--- src/rtl/uart_tx_fifo.sv ---
// uart_tx_fifo: FIFO-buffered 8N1 UART transmitter (optional parity), LSB first, idle-high line.
// Ports: clk/rst (async, active high); en low aborts the frame and flushes the FIFO;
// wr_data/wr_valid/wr_ready byte write port; tx serial line; busy while a frame is out;
// done one-cycle pulse at end of each stop bit; level FIFO occupancy.
module uart_tx_fifo #(
    parameter int CLKS_PER_BIT = 8,
    parameter int FIFO_DEPTH   = 4,
    parameter int PARITY_EN    = 0,
    parameter int PARITY_ODD   = 0
) (
    input  logic                          clk,
    input  logic                          rst,
    input  logic                          en,
    input  logic [7:0]                    wr_data,
    input  logic                          wr_valid,
    output logic                          wr_ready,
    output logic                          tx,
    output logic                          busy,
    output logic                          done,
    output logic [$clog2(FIFO_DEPTH):0]   level
);
    localparam int AW = $clog2(FIFO_DEPTH);
    localparam int LW = AW + 1;
    localparam int CW = $clog2(CLKS_PER_BIT);
    typedef enum logic [2:0] {IDLE, START, DATA, PARITY, STOP} state_t;
    state_t state, state_n;
    logic [7:0] mem [FIFO_DEPTH];
    logic [AW-1:0] wr_ptr, rd_ptr;
    logic [CW-1:0] cnt, cnt_n;
    logic [2:0] idx, idx_n;
    logic [7:0] sh, sh_n;
    logic tx_n, busy_n, done_n, push, pop, empty, last;
    // full refuses writes regardless of a same-cycle pop
    assign wr_ready = en && (level != LW'(FIFO_DEPTH));
    assign push = wr_valid && wr_ready;
    assign empty = level == '0;
    assign last = cnt == CW'(CLKS_PER_BIT - 1);
    always_comb begin
        state_n = state;
        cnt_n = last ? '0 : cnt + 1'b1;
        idx_n = idx;
        sh_n = sh;
        tx_n = tx;
        busy_n = busy;
        done_n = 1'b0;
        pop = 1'b0;
        case (state)
            IDLE: begin
                cnt_n = '0;
                if (!empty) begin
                    pop = 1'b1;
                    sh_n = mem[rd_ptr];
                    tx_n = 1'b0;
                    busy_n = 1'b1;
                    state_n = START;
                end
            end
            START: if (last) begin
                state_n = DATA;
                idx_n = '0;
                tx_n = sh[0];
            end
            DATA: if (last) begin
                if (idx == 3'd7) begin
                    state_n = PARITY_EN != 0 ? PARITY : STOP;
                    tx_n = PARITY_EN != 0 ? ^sh ^ (PARITY_ODD != 0) : 1'b1;
                end else begin
                    idx_n = idx + 3'd1;
                    tx_n = sh[idx + 3'd1];
                end
            end
            PARITY: if (last) begin
                state_n = STOP;
                tx_n = 1'b1;
            end
            STOP: if (last) begin
                done_n = 1'b1;
                // a queued byte chains straight into the next start bit with no idle gap
                if (!empty) begin
                    pop = 1'b1;
                    sh_n = mem[rd_ptr];
                    tx_n = 1'b0;
                    state_n = START;
                end else begin
                    busy_n = 1'b0;
                    tx_n = 1'b1;
                    state_n = IDLE;
                end
            end
            default: state_n = IDLE;
        endcase
        if (!en) begin
            state_n = IDLE;
            cnt_n = '0;
            idx_n = '0;
            tx_n = 1'b1;
            busy_n = 1'b0;
            done_n = 1'b0;
            pop = 1'b0;
        end
    end
    always_ff @(posedge clk or posedge rst) begin
        if (rst) begin
            state <= IDLE;
            cnt <= '0;
            idx <= '0;
            sh <= '0;
            tx <= 1'b1;
            busy <= 1'b0;
            done <= 1'b0;
            level <= '0;
            wr_ptr <= '0;
            rd_ptr <= '0;
        end else begin
            state <= state_n;
            cnt <= cnt_n;
            idx <= idx_n;
            sh <= sh_n;
            tx <= tx_n;
            busy <= busy_n;
            done <= done_n;
            if (!en) begin
                level <= '0;
                wr_ptr <= '0;
                rd_ptr <= '0;
            end else begin
                level <= level + LW'(push) - LW'(pop);
                wr_ptr <= wr_ptr + AW'(push);
                rd_ptr <= rd_ptr + AW'(pop);
            end
        end
    end
    always_ff @(posedge clk) begin
        if (push) mem[wr_ptr] <= wr_data;
    end
endmodule

--- config.mk ---
export PLATFORM = sky130hd
export DESIGN_NAME = uart_tx_fifo
export DESIGN_NICKNAME = d
export VERILOG_FILES = /design/src/rtl/uart_tx_fifo.sv
export SDC_FILE = /design/constraint.sdc
export NUM_CORES = 1
export LEC_CHECK = 0
export BUFFER_PORTS_ARGS = -buffer_cell sky130_fd_sc_hd__buf_2
export CELL_PAD_IN_SITES_DETAIL_PLACEMENT = 0
export CELL_PAD_IN_SITES_GLOBAL_PLACEMENT = 2
export CORE_UTILIZATION = 49
export CTS_BUF_LIST = sky130_fd_sc_hd__clkbuf_2
export DETAILED_ROUTE_END_ITERATION = 8
export GPL_ROUTABILITY_DRIVEN = 1
export PLACE_DENSITY = 0.95
export SYNTH_ARGS = -nofsm -noshare
export SYNTH_HDL_FRONTEND = slang
export SYNTH_SLANG_ARGS = --single-unit
--- constraint.sdc ---
create_clock -name clk -period 6.16 [get_ports clk]
set_input_delay 1.848 -clock clk [delete_from_list [all_inputs] [get_ports clk]]
set_output_delay 1.848 -clock clk [all_outputs]
set_load 0.01 [all_outputs]
==> flow_metrics.env <==
export IMPL_p_leak_nw=1.16
export IMPL_place_ws_ps=1720
export IMPL_ys_seq_area_share_pct=61.5
export IMPL_setup_violations=0
export IMPL_hold_class="register to register"
export IMPL_r2r_end="level[2]$_DFF_PP0_"
export IMPL_r2r_slack_ps=3250
export IMPL_fin_hold_ws_ps=473
export IMPL_status="finished clean"
export IMPL_coreArea_um2=5170
export IMPL_dieWidth_um=75.7
export IMPL_clk_latency_ps=450
export IMPL_antenna_left=0
export IMPL_async_reset_ff_share_pct=45.8
export IMPL_syn_cell_area_um2=2660
export IMPL_layout_nets=212
export IMPL_grt_overflow=0
export IMPL_synth_common_cells="edfxtp_1 (32), dfrtp_1 (26), nor2_1 (10)"
export IMPL_crit_type="input port to primary output"
export IMPL_antenna_found_initial=0
export IMPL_synth_ff_type="edfxtp_1"
export IMPL_ys_types=47
export IMPL_r2r_start="cnt[0]$_DFF_PP0_"
export IMPL_layout_drive_gt1_share_pct=30.1
export IMPL_final_cells=266
export IMPL_dieArea_um2=5730
export IMPL_post_cts_buffers=0
export IMPL_drv_cap=0
export IMPL_cp_start_kind="input port"
export IMPL_hold_viol_final=0
export IMPL_place_inst=249
export IMPL_remaining_drc_errors=0
export IMPL_die_height_um=75.7
export IMPL_io_pins=19
export IMPL_numPortBuffers=18
export IMPL_syn_inst=169
export IMPL_ys_warn_count=0
export IMPL_syn_area_per_cell_um2=15.7
export IMPL_p_per_area_nw_per_um2=362
export IMPL_cts_tree="yes"
export IMPL_timing_slew_headroom_pct=16.0
export IMPL_area_growth_pct=7.57
export IMPL_htree_levels=3
export IMPL_yosysMostFrequentCell="edfxtp_1"
export IMPL_initial_core_util_pct=51.5
export IMPL_synth_area_top_cells="edfxtp_1 (36%), dfrtp_1 (24%), mux4_2 (6.8%), mux2_4 (4.5%), ha_1 (3.8%)"
export IMPL_vias_per_cell=5.25
export IMPL_reg2reg_depth=12
export IMPL_period_share_pct=71.9
export IMPL_max_vdd_ir_drop_uv=208
export IMPL_n_antenna_cell=0
export IMPL_crit_arrival_ps=2580
export IMPL_maxSlewViolCount=0
export IMPL_num_vias=1397
export IMPL_clk_transition_reported_paths_ps=170
export IMPL_wl_mm=3.97
export IMPL_cp_required_ps=4310
export IMPL_gp_congestion=0.780
export IMPL_grt_max_degree=28
export IMPL_ys_ff_latch=59
export IMPL_finalClockSkew_ps=28.2
export IMPL_clk_path_buf_depth=2
export IMPL_clock_fmax_ghz=0.226
export IMPL_drt_pass1_iterations=4
export IMPL_syn_nets=190
export IMPL_whs_path_depth=1
export IMPL_post_route_min_period_ps=4430
export IMPL_postLayoutCoreUtil_pct=55.3
export IMPL_yosysTopAreaCellShare_pct=36.1
export IMPL_drt_wirelength_per_cell_um=14.9
export IMPL_worst_pin_slew_ps=1260
export IMPL_root_buffer="clkbuf_2"
export IMPL_timing_final_ws_setup_ps=1730
export IMPL_grt_pass1_vias=1483
export IMPL_crit_path_end_kind="primary output"
export IMPL_numCtsBuffers=9
export IMPL_critPathMaxFanout=12
export IMPL_rsz0062_at_grt="false"
export IMPL_synth_edf_count=32
export IMPL_grt_pass1_wl_mm=6.61
export IMPL_cts_repair_resized=0
export IMPL_cts_hold_buf=0
export IMPL_clock_sinks=59
export IMPL_min_to="cnt[0]$_DFF_PP0_"
export IMPL_drt_iter0_drc=75
export IMPL_min_delay_start="cnt[0]$_DFF_PP0_"
export IMPL_tns_ps=0
export IMPL_dp_hpwl_mm=2.82
export IMPL_yosysTopAreaCell="edfxtp_1"
export IMPL_row_count=26
export IMPL_grt_usage_pct=16.5
cells in the final DEF, fill, tap and decap left out, types with 3 or more instances in the layout:
cell type,netlist,routed
nor3_1,3,3
mux4_2,8,8
ha_1,8,8
xnor2_1,3,3
nand2_1,3,3
clkinvlp_4,0,3
edfxtp_1,32,32
nor2_1,10,10
dfrtp_1,26,26
a21oi_1,4,4
mux2_4,8,8
inv_1,7,7
nor3b_1,3,3
mux2i_1,3,3
clkbuf_2,0,9
buf_2,2,19
o21ai_0,4,4
and2_1,6,6
cell type report:
class	count	area (um^2)
clock inverters	7	45.0
clock buffers	9	45.0
repair buffers	19	95.1
multi-input cells	95	926
fillers	424	2310
flip-flops and latches	59	1640
inverters	7	26.3
well taps	70	87.6
through the flow:
step / area, um^2 / power, mW
finish: 2860 / 1.04
global route: 2860 / 1.11
CTS: 2860 / 1.05
detailed placement: 2770 / 0.858
global placement: 2770 / 0.847
floorplan: 2660 / 0.821
worst max path at each step:
stage          startpoint  slack [ps]  cells past startpoint  endpoint
2_1_floorplan          en        2100                      2  wr_ready
3_3_place_gp           en        1760                      4  wr_ready
3_5_place_dp           en        1720                      4  wr_ready
4_1_cts                en        1710                      4  wr_ready
5_1_grt                en        1610                      4  wr_ready
6_report               en        1730                      4  wr_ready
critical path, cell delays in order:
cell	delay (ps)
buf_2	190
inv_1	190
a21oi_1	190
buf_2	160
registers in the layout, indices dropped and copies added (netlist names):
signal and flops:
tx 1, state 3, idx 3, sh 8, busy 1, mem 32, rd_ptr 2, done 1
level 3, cnt 3, wr_ptr 2
where the power goes:
| group | internal, mW | switching [mW] | leakage, nW |
|---|---|---|---|
| registers | 0.480 | 0.0642 | 0.640 |
| clock network | 0.0505 | 0.141 | 0.0513 |
| logic | 0.180 | 0.120 | 0.465 |
kinds of logic (layout without fill, tap and decap cells):
kind of cell / Yosys count / count (layout) / synth area share, %
buf+inv: 15 / 42 / 3.67
compound gates: 18 / 18 / 4.51
flops: 59 / 59 / 61.5
simple gates: 43 / 43 / 10.6
mux: 21 / 21 / 13.8
xor+xnor: 4 / 4 / 1.32
fa+ha+maj: 9 / 9 / 4.51
routing by layer:
layer / routed length (um) / GRT usage [%] / up-vias
met5: 0 / 0 / -
met4: 27 / 5.56 / 0
met3: 125 / 6.35 / 4
met2: 2010 / 28.7 / 18
met1: 1810 / 18.8 / 700
li1: - / - / 675
(Power assumes the default switching activity.)
